## src/rtl/pc_sequencer_if.sv

```systemverilog
// Instruction-memory read bus between the sequencer (master) and instruction memory (slave).
// The read completes in the cycle mem_ack is high; instr is valid in that same cycle.
interface pc_sequencer_if #(
   parameter int unsigned DWIDTH = 16
) ();
   logic              mem_req;
   logic              mem_ack;
   logic [DWIDTH-1:0] instr;

   modport master (
      output mem_req,
      input  mem_ack,
      input  instr
   );

   modport slave (
      input  mem_req,
      output mem_ack,
      output instr
   );
endinterface

```

## src/rtl/pc_sequencer.sv

```systemverilog
// Fetch/decode/execute controller: fetches instruction words, decodes them and drives
// PC update and ALU strobes. Every output is a flop loaded from the next-state decode.
module pc_sequencer #(
   parameter int unsigned DWIDTH      = 16,
   parameter int unsigned MEM_TIMEOUT = 15
) (
   input  logic              clk,
   input  logic              rst_n,
   input  logic              start,
   input  logic              zero_flag,
   pc_sequencer_if.master    mem,
   output logic [DWIDTH-1:0] ir_out,
   output logic              pc_en,
   output logic [1:0]        pc_ctrl,
   output logic [7:0]        offset_addr,
   output logic              alu_en,
   output logic [2:0]        alu_op,
   output logic              busy,
   output logic              halted,
   output logic [1:0]        err_code
);
   localparam int unsigned CNT_W = 8;

   localparam logic [3:0] OP_NOP  = 4'h0;
   localparam logic [3:0] OP_ALU  = 4'h1;
   localparam logic [3:0] OP_JMP  = 4'h2;
   localparam logic [3:0] OP_JZ   = 4'h3;
   localparam logic [3:0] OP_HALT = 4'hF;

   localparam logic [1:0] PC_HOLD = 2'b00;
   localparam logic [1:0] PC_INC  = 2'b01;
   localparam logic [1:0] PC_LOAD = 2'b10;

   localparam logic [1:0] ERR_NONE    = 2'b00;
   localparam logic [1:0] ERR_TIMEOUT = 2'b01;
   localparam logic [1:0] ERR_ILLEGAL = 2'b10;

   typedef enum logic [2:0] {
      S_IDLE,
      S_FETCH,
      S_DECODE,
      S_EXEC,
      S_HALT
   } state_t;

   state_t             state_q, state_d;
   logic [CNT_W-1:0]   cnt_q, cnt_d;
   logic [DWIDTH-1:0]  ir_d;
   logic [1:0]         err_d;
   logic               mem_req_q, mem_req_d;
   logic               pc_en_d, alu_en_d, busy_d, halted_d;
   logic [1:0]         pc_ctrl_d;
   logic [3:0]         opcode;

   assign opcode      = ir_out[DWIDTH-1 -: 4];
   assign offset_addr = ir_out[7:0];
   assign alu_op      = ir_out[10:8];
   assign mem.mem_req = mem_req_q;

   // Next state plus next value of every registered output.
   always_comb begin
      state_d   = state_q;
      cnt_d     = cnt_q;
      ir_d      = ir_out;
      err_d     = err_code;
      pc_en_d   = 1'b0;
      pc_ctrl_d = PC_HOLD;
      alu_en_d  = 1'b0;

      case (state_q)
         S_IDLE: begin
            cnt_d = '0;
            if (start) state_d = S_FETCH;
         end
         S_FETCH: begin
            // An ack in the final allowed cycle still completes the fetch.
            if (mem.mem_ack) begin
               ir_d    = mem.instr;
               cnt_d   = '0;
               state_d = S_DECODE;
            end else if (cnt_q == CNT_W'(MEM_TIMEOUT - 1)) begin
               cnt_d   = '0;
               err_d   = ERR_TIMEOUT;
               state_d = S_HALT;
            end else begin
               cnt_d = cnt_q + CNT_W'(1);
            end
         end
         S_DECODE: begin
            // zero_flag is folded into pc_ctrl here, so it is captured on this edge.
            case (opcode)
               OP_NOP, OP_ALU: begin
                  pc_en_d   = 1'b1;
                  pc_ctrl_d = PC_INC;
                  alu_en_d  = (opcode == OP_ALU);
                  state_d   = S_EXEC;
               end
               OP_JMP: begin
                  pc_en_d   = 1'b1;
                  pc_ctrl_d = PC_LOAD;
                  state_d   = S_EXEC;
               end
               OP_JZ: begin
                  pc_en_d   = 1'b1;
                  pc_ctrl_d = zero_flag ? PC_LOAD : PC_INC;
                  state_d   = S_EXEC;
               end
               OP_HALT: state_d = S_HALT;
               default: begin
                  err_d   = ERR_ILLEGAL;
                  state_d = S_HALT;
               end
            endcase
         end
         S_EXEC:  state_d = S_FETCH;
         S_HALT:  state_d = S_HALT;
         default: state_d = S_IDLE;
      endcase

      mem_req_d = (state_d == S_FETCH);
      busy_d    = (state_d == S_FETCH) || (state_d == S_DECODE) || (state_d == S_EXEC);
      halted_d  = (state_d == S_HALT);
   end

   // State and output registers with synchronous active-low reset.
   always_ff @(posedge clk) begin
      if (!rst_n) begin
         state_q   <= S_IDLE;
         cnt_q     <= '0;
         ir_out    <= '0;
         err_code  <= ERR_NONE;
         mem_req_q <= 1'b0;
         pc_en     <= 1'b0;
         pc_ctrl   <= PC_HOLD;
         alu_en    <= 1'b0;
         busy      <= 1'b0;
         halted    <= 1'b0;
      end else begin
         state_q   <= state_d;
         cnt_q     <= cnt_d;
         ir_out    <= ir_d;
         err_code  <= err_d;
         mem_req_q <= mem_req_d;
         pc_en     <= pc_en_d;
         pc_ctrl   <= pc_ctrl_d;
         alu_en    <= alu_en_d;
         busy      <= busy_d;
         halted    <= halted_d;
      end
   end
endmodule
```

## src/flat_wrapper.sv

```systemverilog
// flat-port wrapper written by rule: the top's interface ports become plain ports
module pc_sequencer_flat 
#(
   parameter int unsigned DWIDTH      = 16,
   parameter int unsigned MEM_TIMEOUT = 15
)
  (clk, rst_n, start, zero_flag, ir_out, pc_en, pc_ctrl, offset_addr, alu_en, alu_op, busy, halted, err_code, mem_mem_req, mem_mem_ack, mem_instr);
  pc_sequencer_if #(.DWIDTH(DWIDTH)) mem_i ();
  input  logic clk;
  input  logic rst_n;
  input  logic start;
  input  logic zero_flag;
  output logic [DWIDTH-1:0] ir_out;
  output logic pc_en;
  output logic [1:0] pc_ctrl;
  output logic [7:0] offset_addr;
  output logic alu_en;
  output logic [2:0] alu_op;
  output logic busy;
  output logic halted;
  output logic [1:0] err_code;
  output wire logic [$bits(mem_i.mem_req)-1:0] mem_mem_req;
  input wire logic [$bits(mem_i.mem_ack)-1:0] mem_mem_ack;
  input wire logic [$bits(mem_i.instr)-1:0] mem_instr;
  assign mem_mem_req = mem_i.mem_req;
  assign mem_i.mem_ack = mem_mem_ack;
  assign mem_i.instr = mem_instr;
  pc_sequencer #(.DWIDTH(DWIDTH), .MEM_TIMEOUT(MEM_TIMEOUT)) u_core (.clk(clk), .rst_n(rst_n), .start(start), .zero_flag(zero_flag), .mem(mem_i), .ir_out(ir_out), .pc_en(pc_en), .pc_ctrl(pc_ctrl), .offset_addr(offset_addr), .alu_en(alu_en), .alu_op(alu_op), .busy(busy), .halted(halted), .err_code(err_code));
endmodule
```

## config.mk

```make
export PLATFORM = sky130hd
export DESIGN_NAME = pc_sequencer_flat
export DESIGN_NICKNAME = d
export VERILOG_FILES = /design/src/rtl/pc_sequencer_if.sv /design/src/rtl/pc_sequencer.sv /design/src/flat_wrapper.sv
export SDC_FILE = /design/constraint.sdc
export NUM_CORES = 1
export LEC_CHECK = 0
export ABC_AREA = 1
export CORE_AREA = 2 2 63 65
export CTS_CLUSTER_SIZE = 25
export DETAILED_ROUTE_END_ITERATION = 16
export DIE_AREA = 0 0 65 67
export PLACE_DENSITY = 0.77
export RECOVER_POWER = 50
export SLEW_MARGIN = 20
export SYNTH_ARGS = -nofsm -noshare
export SYNTH_HDL_FRONTEND = slang
export SYNTH_SLANG_ARGS = --single-unit
```

## constraint.sdc

```tcl
create_clock -name clk -period 1.68 [get_ports clk]
set_input_delay 0.252 -clock clk [delete_from_list [all_inputs] [get_ports clk]]
set_output_delay 0.252 -clock clk [all_outputs]
set_load 0.005 [all_outputs]
```

# Word level (Yosys, flattened, before mapping)
# Cells that the tools add are included.
[op_classes] n_reduce_logical=13 n_eq_ne=16 addsub=1 mux=15 n_bitwise=0 shifts=0 div_mod_pow=0 multipliers=0 magnitude_cmp=0
[op_table] cell="8-bit two-way mux" n=2
[op_table] cell="8-bit case mux with 2 select lines" n=1
[op_table] cell="3-bit case mux with 5 select lines" n=1
[op_table] cell="3-bit by 2-bit equality test with 1-bit output (second input constant)" n=4
[op_table] cell="3-bit two-way mux" n=4
[op_table] cell="8-bit by 1-bit adder with 8-bit output (second input constant)" n=1
[op_table] cell="4-bit by 2-bit equality test with 1-bit output (second input constant)" n=2
[op_table] cell="8-bit by 4-bit equality test with 1-bit output (second input constant)" n=1
[op_table] cell="2-bit two-way mux" n=4
[op_table] cell="3-bit by 1-bit equality test with 1-bit output (second input constant)" n=2
[op_table] cell="3-bit equality test (second input constant)" n=2
[op_table] cell="2-bit case mux with 3 select lines" n=1
[op_table] cell="5-bit OR reduction" n=1
[op_table] cell="4-bit by 1-bit equality test with 1-bit output (second input constant)" n=1
[op_table] cell="4-bit equality test (second input constant)" n=1
[op_table] cell="4-bit zero test" n=1
[op_table] cell="2-bit != test (second input constant)" n=2
[op_table] cell="2-bit case mux with 2 select lines" n=1
[op_table] cell="2-bit AND reduction" n=2
[op_table] cell="4-bit AND reduction" n=1
[op_table] cell="2-bit nonzero test" n=2
[op_table] cell="4-bit OR reduction" n=1
[op_table] cell="3-bit zero test" n=1
[op_table] cell="3-bit AND reduction" n=1
[op_table] cell="4 further kinds" n=5
[word_totals] ramBits=0 mem_count=0 latch_bits=0 romBits=0 word_cells=55 out_inout_bits=36 ff_bits=36

# Depth between registers and ports, before layout
# Gate-level depths: netlist of run 1.
[depth] depth_word=7 ltp_mapped=9 ltp_nobuf=9

# Worst setup path before layout of run 1
# OpenSTA, ideal clock, no wires.
[synth_timing] kind="register -> register" startpoint="register u_core.cnt_q[0]" endpoint="register u_core.cnt_q[2]" setup_time_ns=0.116 path_slack_ns=0.455 t_arrival_ns=1.108 required_time_ns=1.564 n_path_buf=0 path_stages_with_launch=10 period_less_slack_ns=1.225 path_cell_list="dfxtp_1 > inv_1 > ha_1 > nand2_1 > nor2_1 > nand3_1 > nand2_1 > nand2_1 > nand2_2 > nor2_1"
[synth_between] elab_chain_len=4 elab_cells_between_ends=5 cone_classes="1 x add/sub; 1 x eq/ne; 3 x mux"
[synth_lines] element="start, declared" line_no="pc_sequencer.sv:47" text="logic [CNT_W-1:0] cnt_q, cnt_d;"
[synth_lines] element="start signal, assigned" line_no="pc_sequencer.sv:140" text="cnt_q <= cnt_d;"
[synth_lines] element="8-bit by 1-bit adder with 8-bit output or 8-bit by 4-bit equality test with 1-bit output (tied branches)" line_no="pc_sequencer.sv:86, pc_sequencer.sv:81"
[synth_lines] element="8-bit two-way mux (*)" line_no="pc_sequencer.sv:81" text="end else if (cnt_q == CNT_W'(MEM_TIMEOUT - 1)) begin"
[synth_lines] element="8-bit two-way mux (*)" line_no="pc_sequencer.sv:77" text="if (mem.mem_ack) begin"
[synth_lines] element="8-bit case mux with 2 select lines (*)" line_no="pc_sequencer.sv:70" text="case (state_q)"
# Mark *: on every way between the ends. The rest lies on a longest branch, timed or not.
# A chain may end at the register's enable or synchronous reset.

# Worst setup path after layout of run 1
[layout_timing] startpoint="register u_core.ir_out[15]" endpoint="output port ir_out[15]"
[layout_lines] element="start, declared" line_no="pc_sequencer.sv:12" text="output logic [DWIDTH-1:0] ir_out,"
[layout_lines] element="start signal, assigned" line_no="pc_sequencer.sv:141" text="ir_out <= ir_d;"
[layout_lines] element="end, declared" line_no="flat_wrapper.sv:13" text="output logic [DWIDTH-1:0] ir_out;"
# No word-level cell between the ends.

==> results of run 1 <==
cells in the mapped netlist:
library cell,count,share of area [%]
nor2_1,45,11
dfxtp_1,36,46
nand2_1,26,6.2
o21ai_0,19,6.1
inv_1,17,4.1
buf_4,11,5.3
nand3_1,9,2.9
nand4_1,6,2.4
a21oi_1,5,1.6
nand2_2,5,2.0
clkbuf_1,3,0.72
nor2_2,3,1.2
xor2_1,3,1.7
a21oi_2,2,1.1
a31oi_1,2,0.80
buf_6,2,1.4
ha_1,2,1.6
nor3_1,2,0.64
inv_2,1,0.24
nand3_2,1,0.64
nand4_4,1,1.4
nor2_4,1,0.72
nor3_2,1,0.64
final cells by class:
cell class	instances	area (um2)	share of cell area (%)
timing repair buffer	59	581	26.8
inverter	18	67.6	3.12
sequential	36	721	33.3
multi-input combinational	133	648	29.9
clock buffer	8	90.1	4.16
tap	48	60.1	2.77
layer usage:
metal | routed length, um | global-route usage [%] | vias to the layer above
met3 | 157 | 4.05 | 5
li1 | - | - | 741
met5 | 0 | 0 | -
met1 | 1540 | 20.2 | 615
met4 | 34 | 5.59 | 0
met2 | 1550 | 28.6 | 38
registers in the layout, indices dropped and copies added (netlist names):
name and cells:
u_core.halted 1, u_core.mem.mem_req 1, u_core.err_code 2, u_core.busy 1, u_core.pc_ctrl 2, u_core.alu_en 1, u_core.ir_out 16, u_core.cnt_q 8
u_core.state_q 3, u_core.pc_en 1
final timing paths:
check                    startpoint           endpoint  slack, ps  cells past startpoint
setup / recovery  u_core.ir_out[15]         ir_out[15]        200                      1
hold / removal    u_core.ir_out[11]  u_core.ir_out[11]        480                      2
setup reg to reg    u_core.cnt_q[0]    u_core.cnt_q[2]        260                      9
hold reg to reg   u_core.ir_out[11]  u_core.ir_out[11]        480                      2
where the power goes:
part | leakage, nW | internal, mW | total, mW | switching, mW
clock | 0.0455 | 0.334 | 0.613 | 0.279
combinational | 0.530 | 0.202 | 0.368 | 0.166
sequential | 0.293 | 0.908 | 0.950 | 0.0415
total | 0.869 | 1.44 | 1.93 | 0.486
kinds of logic (layout without fill, tap and decap cells):
kind of cell | after synthesis | in the layout | synth area share (%)
AND/OR/NAND/NOR | 100 | 100 | 29.4
adder cells (fa/ha/maj) | 2 | 2 | 1.60
XOR/XNOR | 3 | 3 | 1.68
flip-flops | 36 | 36 | 46.0
AO/OA/AOI/OAI | 28 | 28 | 9.58
buffers and inverters | 34 | 85 | 11.7
stage by stage:
| stage | cells | util (%) | total power, mW | worst slack, ps | instance area, um2 |
|---|---|---|---|---|---|
| 2_1_floorplan | 203 | - | 1.18 | 455 | 1570 |
| 3_3_place_gp | 294 | 58.4 | 1.35 | 154 | 2110 |
| 3_5_place_dp | 294 | 58.4 | 1.36 | 103 | 2110 |
| 4_1_cts | 302 | 60.9 | 1.97 | 180 | 2200 |
| 5_1_grt | 302 | 60.1 | 2.03 | 114 | 2170 |
| 6_report | 302 | 60.1 | 1.93 | 198 | 2170 |
==> reports/results.tsv, run 1 <==
stage	metric	value	unit
status	status	completed	
route	Routed WL per cell	10.9	um
timing	Hold Slack	476	ps
floorplan	core area	3610	um2
route	Residual DRC	0	
floorplan	Vert. Die Dim	67	um
placed_design	hpwl dp	2450	um
placed_design	RePlAce Congestion	0.823	
timing	Final Hold Vio Count	0	
logic_synthesis	post-synthesis cell count	203	
route	total iterations of the first detailed-routing run	4	
cts	Root Driver	clkbuf_8	
placed_design	PortBufs	56	
layout	most common cell after layout, fill and taps aside	nor2_1	
timing	Max Clk Rate	675	MHz
floorplan	row count	22	
cts	CTS tree	built	
global_routing	gr ovfl total	0	
logic_synthesis	Netlist Area Pre-Place	1570	um2
layout	fin nets	276	
cts	# hold bufs at CTS	0	
logic_synthesis	Avg Cell Area, Syn	7.72	um2
layout	layout cell share with drive strength beyond 1	8.27	%
power_and_ir_drop	Peak VDD IR	0.452	mV
layout	commonest cells after routing, fill and taps aside	nor2_1, clkdlybuf4s50_1, dfxtp_1	
timing	Final Max Tran Viols	0	
logic_synthesis	Distinct cells, synth	23	
logic_synthesis	syn_nets	226	
layout	Area growth syn-to-layout	38.2	%
global_routing	first-pass GRT wire length	5560	um
global_routing	vias in the first global route	1282	
route	Total Wirelength	3290	um
cts	CTS max path bufs	2	
logic_synthesis	YS warnings	0	
route	Final ANT Viol Nets	0	
logic_synthesis	Yosys reg bits	36	
setup_path	CP top delay family	buffers and inverters	
timing	Final Skew	6.03	ps
global_routing	largest net degree at the start of global routing	22	
timing	crit path time final	1480	ps
timing	Setup TNS Final	0	ps
power_and_ir_drop	Power Density	891	nW/um2
timing	ratio of final minimum period to clock period	88.2	%
timing	RSZ-0062 raised after global routing	false	
cts	Sinks on Clock Net	36	
cts	worst skew pair latency	280	ps
setup_path	WS Path Type	flop to output pin	
setup_path	CP Cell Sequence	clkdlybuf4s50_1	
setup_path	CP bufs+invs	1	
route	Via density	4.63	
route	Vias	1399	
timing	Slew HR	77.9	%
timing	worst-margin pin slew	330	ps
floorplan	Die W	65	um
power_and_ir_drop	Pleak	0.869	nW
layout	ANT cells	0	
route	1st-iter DRT viols	89	
global_routing	GRT Total Usage	16.6	%
cts	H-tree level count	2	
floorplan	die area	4360	um2
floorplan	Ports	57	
timing	# setup viols final	0	
setup_path	CP peak stage delay	540	ps
cts	# Post-CTS Setup Buffers	0	
logic_synthesis	sequential element share of the synthesized area	46.0	%
cts	CTS Buf Count	5	
floorplan	initial core utilization	43.5	%
setup_path	Worst Path Arrival	1230	ps
layout	fillers	334	
cts	Reg clk slew, reported paths	70	ps
setup_path	crit-path max FO	5	
setup_path	critical path's slowest cell	clkdlybuf4s50_1	
run	max-cap viol count	0	
global_routing	initial antenna violation count	0	
setup_path	CP endpoint kind	output pin	
worst_hold_path	Hold Path Class	flop to flop	
setup_path	CP Data Required Time	1430	ps
cts	post-CTS resize count	0	
setup_path	CP Launch Type	flop	
No activity file was read; power rests on OpenSTA's default activity.
==> inputs of run 2 (changes only) <==
--- a/config.mk
+++ b/config.mk
@@ -12,6 +12,7 @@
 export DIE_AREA = 0 0 65 67
 export PLACE_DENSITY = 0.77
 export RECOVER_POWER = 50
+export SETUP_SLACK_MARGIN = 0.4
 export SLEW_MARGIN = 20
 export SYNTH_ARGS = -nofsm -noshare
 export SYNTH_HDL_FRONTEND = slang
==> run 2 against run 1 <==
Total power grew 1.7%. Wire length grew 11%. Clock power grew 1%. Non-clock buffer count grew 7. Cell area grew 5.4%. Combinational power grew 6.5%. Clock skew is essentially flat. Cell count grew 2.3%. First-iteration DRC count grew 12%. Critical endpoint is now u_core.cnt_q[7]. Largest cell class is now multi-input gates. Highest routed layer unchanged.
==> reports/results.tsv, run 2 (synthesis results as in run 1) <==
stage	metric	value	unit	change
timing	Slew HR	80.6	%	was 77.9%
cts	Sinks on Clock Net	36		unchanged
setup_path	WS Path Type	flop to flop		was flop to output pin
route	total iterations of the first detailed-routing run	4		unchanged
global_routing	initial antenna violation count	0		unchanged
floorplan	initial core utilization	43.5	%	unchanged
setup_path	CP bufs+invs	1		unchanged
cts	Root Driver	clkbuf_8		unchanged
route	Vias	1448		was 1399
timing	Final Hold Vio Count	0		unchanged
layout	Final Util	63.3	%	was 60.1%
timing	worst-margin pin slew	290	ps	was 330 ps
setup_path	CP Launch Type	flop		unchanged
power_and_ir_drop	switching share of power	26.6	%	was 25.2%
route	1st-iter DRT viols	100		was 89
global_routing	largest net degree at the start of global routing	22		unchanged
status	status	completed		unchanged
cts	H-tree level count	2		unchanged
placed_design	hpwl dp	2450	um	unchanged
route	Routed WL per cell	11.8	um	was 10.9 um
power_and_ir_drop	Power Density	860	nW/um2	was 891 nW/um2
cts	CTS max path bufs	2		unchanged
timing	# setup viols final	0		unchanged
floorplan	die area	4360	um2	unchanged
layout	fin nets	283		was 276
layout	finished layout cell area	2280	um2	was 2170 um2
setup_path	CP Data Required Time	1900	ps	was 1430 ps
layout	fillers	335		was 334
route	Residual DRC	0		unchanged
setup_path	CP peak stage delay	330	ps	was 540 ps
floorplan	Die W	65	um	unchanged
timing	crit path time final	1270	ps	was 1480 ps
floorplan	row count	22		unchanged
layout	ANT cells	0		unchanged
global_routing	first-pass GRT wire length	5770	um	was 5560 um
floorplan	core area	3610	um2	unchanged
power_and_ir_drop	Comb pwr share	19.9	%	was 19.0%
layout	max FFs per register	16		unchanged
placed_design	RePlAce Congestion	0.823		unchanged
setup_path	CP endpoint kind	flop		was output pin
floorplan	Ports	57		unchanged
placed_design	Post-DP Area	2110	um2	unchanged
cts	Reg clk slew, reported paths	70	ps	about the same
setup_path	critical path's slowest cell	dfxtp_1		was clkdlybuf4s50_1
global_routing	GRT Total Usage	17.4	%	was 16.6%
cts	worst skew pair latency	290	ps	was 280 ps
run	max-cap viol count	0		unchanged
power_and_ir_drop	Pleak	1.06	nW	was 0.869 nW
floorplan	Vert. Die Dim	67	um	unchanged
cts	CTS Buf Count	5		unchanged
worst_hold_path	Hold Path Class	input port to flop		was flop to flop
power_and_ir_drop	clock network power share	31.6	%	was 31.8%
setup_path	most frequent CP cell	nand2_2		
timing	ratio of final minimum period to clock period	75.5	%	was 88.2%
setup_path	crit-path max FO	6		was 5
timing	Final Skew	5.61	ps	was 6.03 ps
layout	Area growth syn-to-layout	45.7	%	was 38.2%
power_and_ir_drop	P_int	1.44	mW	about the same
route	Total Wirelength	3660	um	was 3290 um
setup_path	CP top delay family	simple AND/OR/NAND/NOR gates		was buffers and inverters
layout	most common cell after layout, fill and taps aside	nor2_1		unchanged
layout	Largest regs	u_core.ir_out x16, u_core.cnt_q x8, u_core.state_q x3		unchanged
placed_design	PortBufs	56		unchanged
cts	# hold bufs at CTS	0		unchanged
global_routing	gr ovfl total	0		unchanged
power_and_ir_drop	Peak VDD IR	0.642	mV	was 0.452 mV
global_routing	vias in the first global route	1324		was 1282
setup_path	Worst Path Arrival	1490	ps	was 1230 ps
layout	Biggest register	u_core.ir_out		unchanged
timing	Final Max Tran Viols	0		unchanged
power_and_ir_drop	Sequential Power Share	48.5	%	was 49.2%
layout	commonest cells after routing, fill and taps aside	nor2_1, dlygate4sd2_1, dfxtp_1		was nor2_1, clkdlybuf4s50_1, dfxtp_1
timing	Setup TNS Final	0	ps	unchanged
setup_path	CP Cell Sequence	inv_1 > nand3_4 > nor2_4 > nand2_2 > nand2_2 > nand2_4 > a21oi_2		was clkdlybuf4s50_1
timing	Max Clk Rate	789	MHz	was 675 MHz
timing	RSZ-0062 raised after global routing	true		was false
power_and_ir_drop	NetSw	0.522	mW	was 0.486 mW
layout	layout cell share with drive strength beyond 1	18.4	%	was 8.27%
route	Final ANT Viol Nets	0		unchanged
route	Via density	4.69		was 4.63
cts	CTS tree	built		unchanged
==> run 2: cell count changes in the layout (fill, tap and decap cells not counted), moves of 3 or more <==
cell and change:
dlygate4sd2_1 +35, clkdlybuf4s50_1 -26, dlygate4sd3_1 -11, nor3_2 +3, nor2_4 +3, nor3_1 -3, buf_4 +6, dfxtp_2 +7
nor2_1 -4, dfxtp_1 -7
==> run 2: worst paths after layout <==
path	from	endpoint	slack (ps)	depth (start not counted)
worst max-delay path	u_core.state_q[2]	u_core.cnt_q[7]	410	7
worst min-delay path	mem_mem_ack	u_core.cnt_q[6]	440	4
worst max register to register	u_core.state_q[2]	u_core.cnt_q[7]	410	7
worst min register to register	u_core.ir_out[11]	u_core.ir_out[11]	480	2
==> run 2: cell type report <==
class | count | area [um2] | share of cell area (%)
Clock buffer | 8 | 90.1 | 3.95
Inverter | 18 | 67.6 | 2.96
Sequential cell | 36 | 729 | 31.9
Multi-Input combinational cell | 133 | 731 | 32.0
Timing Repair Buffer | 66 | 606 | 26.5
Tap cell | 48 | 60.1 | 2.63
==> run 2: per-stage QoR <==
step / instances / hold WS [ps] / power (mW) / worst slack, ps
6_report: 309 / 440 / 1.96 / 412
5_1_grt: 309 / 487 / 2.07 / 250
4_1_cts: 306 / 462 / 1.95 / 269
3_5_place_dp: 294 / 466 / 1.36 / 103
3_3_place_gp: 294 / 463 / 1.35 / 154
2_1_floorplan: 203 / 416 / 1.18 / 455
==> run 2: tightest hold or removal path: cells and delay by family <==
family	cells	cell delay [ps]
AND/OR/NAND/NOR	2	170
buffers and inverters	1	200
AO/OA/AOI/OAI	1	60
==> run 2: routing by layer <==
layer | track usage, % | vias to the layer above | wire length [um] | share of wire (%)
met5 | 0 | - | 0 | 0
met4 | 7.18 | 0 | 53 | 1.4
met3 | 4.56 | 7 | 161 | 4.4
met2 | 29.6 | 33 | 1780 | 49
met1 | 20.6 | 656 | 1670 | 46
li1 | - | 752 | - | -
==> run 2: what timing repair did <==
item                                    in CTS  in global routing
gates resized for setup                     60                 21
endpoints found under the setup margin      46                 32
pin swaps                                    3                  7
setup buffers                                4                  3
==> run 2: power by group through the flow <==
stage          Sequential (mW)  Clock (mW)  Combinational (mW)
6_report                 0.952       0.621               0.392
5_1_grt                  0.959       0.671               0.434
4_1_cts                  0.955       0.626               0.374
3_5_place_dp             0.971           0               0.387
3_3_place_gp             0.968           0               0.385
2_1_floorplan            0.968           0               0.211
==> inputs of run 3 (changes only) <==
==> constraint.sdc (replaced) <==
create_clock -name clk -period 1.24 [get_ports clk]
set_input_delay 0.186 -clock clk [delete_from_list [all_inputs] [get_ports clk]]
set_output_delay 0.186 -clock clk [all_outputs]
set_load 0.005 [all_outputs]
==> run 3 against run 2 <==
The run now ends with negative setup slack left. Hold slack gained 25 ps. Cell count is 10% higher. Sequential power increased by 38%. Global-route usage rose by 4.0 points.
==> reports/results.tsv, run 3 (synthesis results as in run 1) <==
stage	metric	value	unit	change
layout	max FFs per register	16		unchanged
setup_path	CP top delay family	simple AND/OR/NAND/NOR gates		unchanged
floorplan	Ports	57		unchanged
floorplan	Vert. Die Dim	67	um	unchanged
route	Via density	5.06		was 4.69
timing	RSZ-0062 raised after global routing	true		unchanged
global_routing	first-pass GRT wire length	6910	um	was 5770 um
global_routing	largest net degree at the start of global routing	19		was 22
setup_path	CP peak stage delay	330	ps	about the same
power_and_ir_drop	P_int	2.04	mW	was 1.44 mW
floorplan	initial core utilization	43.5	%	unchanged
layout	most common cell after layout, fill and taps aside	nor2_1		unchanged
setup_path	CP Launch Point	u_core.cnt_q[0]		was u_core.state_q[2]
cts	Sinks on Clock Net	36		unchanged
layout	layout cell share with drive strength beyond 1	53.8	%	was 18.4%
global_routing	GRT Total Usage	21.4	%	was 17.4%
power_and_ir_drop	Comb pwr share	27.1	%	was 19.9%
layout	Final Util	75.4	%	was 63.3%
timing	worst-margin pin slew	301	ps	was 290 ps
route	Vias	1721		was 1448
placed_design	pre-CTS setup slack	-252	ps	was 103 ps
timing	Final Skew	6.97	ps	was 5.61 ps
global_routing	gr ovfl total	0		unchanged
cts	CTS max path bufs	2		unchanged
timing	Final Max Tran Viols	0		unchanged
power_and_ir_drop	Power Density	1080	nW/um2	was 860 nW/um2
worst_hold_path	Hold Startpoint	u_core.ir_out[9]		was mem_mem_ack
setup_path	critical path's slowest cell	dfxtp_2		was dfxtp_1
route	Residual DRC	0		unchanged
floorplan	die area	4360	um2	unchanged
power_and_ir_drop	Sequential Power Share	44.5	%	was 48.5%
status	violated checks	negative setup slack		
run	max-cap viol count	0		unchanged
worst_hold_path	Hold Path Class	flop to flop		was input port to flop
placed_design	dpl cells	310		was 294
cts	Root Driver	clkbuf_8		unchanged
global_routing	vias in the first global route	1471		was 1324
status	status	finished, violations left		was completed
power_and_ir_drop	clock network power share	28.5	%	was 31.6%
route	total iterations of the first detailed-routing run	4		unchanged
timing	Final Hold Vio Count	0		unchanged
setup_path	worst r2r src	u_core.cnt_q[0]		was u_core.state_q[2]
setup_path	WS Path Type	flop to flop		unchanged
cts	CTS Buf Count	5		unchanged
cts	CTS tree	built		unchanged
layout	Biggest register	u_core.ir_out		unchanged
route	Final ANT Viol Nets	0		unchanged
cts	H-tree level count	2		unchanged
timing	Hold Slack	465	ps	was 440 ps
timing	ratio of final minimum period to clock period	103	%	was 75.5%
timing	Max Clk Rate	781	MHz	was 789 MHz
placed_design	hpwl dp	2760	um	was 2450 um
placed_design	PortBufs	56		unchanged
setup_path	CP Launch Type	flop		unchanged
setup_path	CP Cell Sequence	inv_2 > ha_4 > nand2_4 > nor2_4 > nand3_2 > nand2_2 > nand2_2 > nand2_4 > nor2_1		was inv_1 > nand3_4 > nor2_4 > nand2_2 > nand2_2 > nand2_4 > a21oi_2
global_routing	initial antenna violation count	0		unchanged
timing	final worst slack	-41.1	ps	was 412 ps
floorplan	core area	3610	um2	unchanged
layout	ANT cells	0		unchanged
layout	fin nets	314		was 283
timing	Slew HR	79.7	%	was 80.6%
setup_path	CP endpoint kind	flop		unchanged
layout	Final Non-Filler Cells	340		was 309
setup_path	crit-path max FO	6		unchanged
timing	crit path time final	1280	ps	was 1270 ps
floorplan	Die W	65	um	unchanged
route	1st-iter DRT viols	88		was 100
cts	Reg clk slew, reported paths	80	ps	was 70 ps
power_and_ir_drop	switching share of power	30.6	%	was 26.6%
timing	# setup viols final	15		was 0
floorplan	row count	22		unchanged
setup_path	CP bufs+invs	1		unchanged
layout	Area growth syn-to-layout	73.3	%	was 45.7%
power_and_ir_drop	Peak VDD IR	0.864	mV	was 0.642 mV
power_and_ir_drop	Pleak	1.19	nW	was 1.06 nW
cts	worst skew pair latency	290	ps	about the same
layout	Largest regs	u_core.ir_out x16, u_core.cnt_q x8, u_core.state_q x3		unchanged
power_and_ir_drop	NetSw	0.898	mW	was 0.522 mW
setup_path	Worst Path Arrival	1460	ps	was 1490 ps
route	Routed WL per cell	15.4	um	was 11.8 um
layout	commonest cells after routing, fill and taps aside	nor2_1, buf_6, buf_4		was nor2_1, dlygate4sd2_1, dfxtp_1
route	Total Wirelength	5230	um	was 3660 um
setup_path	CP Data Required Time	1420	ps	was 1900 ps
placed_design	RePlAce Congestion	0.876		was 0.823
-- run 3: worst min-delay path, stage by stage, from the launching register on --
cell,delay (ps)
dfxtp_2,330
nor2_1,40
nor2_1,60
-- run 3: worst paths after layout --
kind / to / slack (ps) / cells past startpoint
setup / recovery: u_core.cnt_q[1] / -40 / 9
hold / removal: u_core.ir_out[9] / 460 / 2
setup reg to reg: u_core.cnt_q[1] / -40 / 9
hold reg to reg: u_core.ir_out[9] / 460 / 2
-- run 3: area by class of cell --
type	count	area [um2]
clock inverters	3	18.8
fillers	244	888
well taps	48	60.1
inverters	18	77.6
multi-input cells	133	882
clock buffers	5	68.8
flip-flops and latches	36	757
repair buffers	97	853
-- run 3: what timing repair did --
item,4_1_cts,5_1_grt
pin swaps,12,20
setup endpoints to repair,72,72
resized for setup,205,56
gates cloned,1,0
buffers inserted,8,13
hold buffers,0,0
hold endpoints to repair,0,0
-- run 3: per-stage QoR --
stage          power [mW]  instance area, um2  TNS, ps
4_1_cts              2.76                2430     -158
6_report             2.94                2720     -351
3_5_place_dp         1.91                2270    -4430
5_1_grt              3.06                2720    -2200
2_1_floorplan        1.62                1620        0
3_3_place_gp         1.90                2270    -3590
-- run 3: power groups by stage --
stage                     clock network [mW]  registers, mW  logic, mW
after global routing                   0.899           1.31      0.848
after floorplan                            0           1.32      0.306
final                                  0.837           1.31      0.795
after detailed placement                   0           1.32      0.594
after global placement                     0           1.31      0.582
after CTS                              0.837           1.30      0.624
-- run 3: metal layers --
metal,up-vias,part of all wire [%],global-route usage [%]
met3,21,6.9,4.22
met5,-,0,0
met4,0,3.8,12.8
li1,818,-,-
met1,798,40,27.8
met2,84,49,32.6
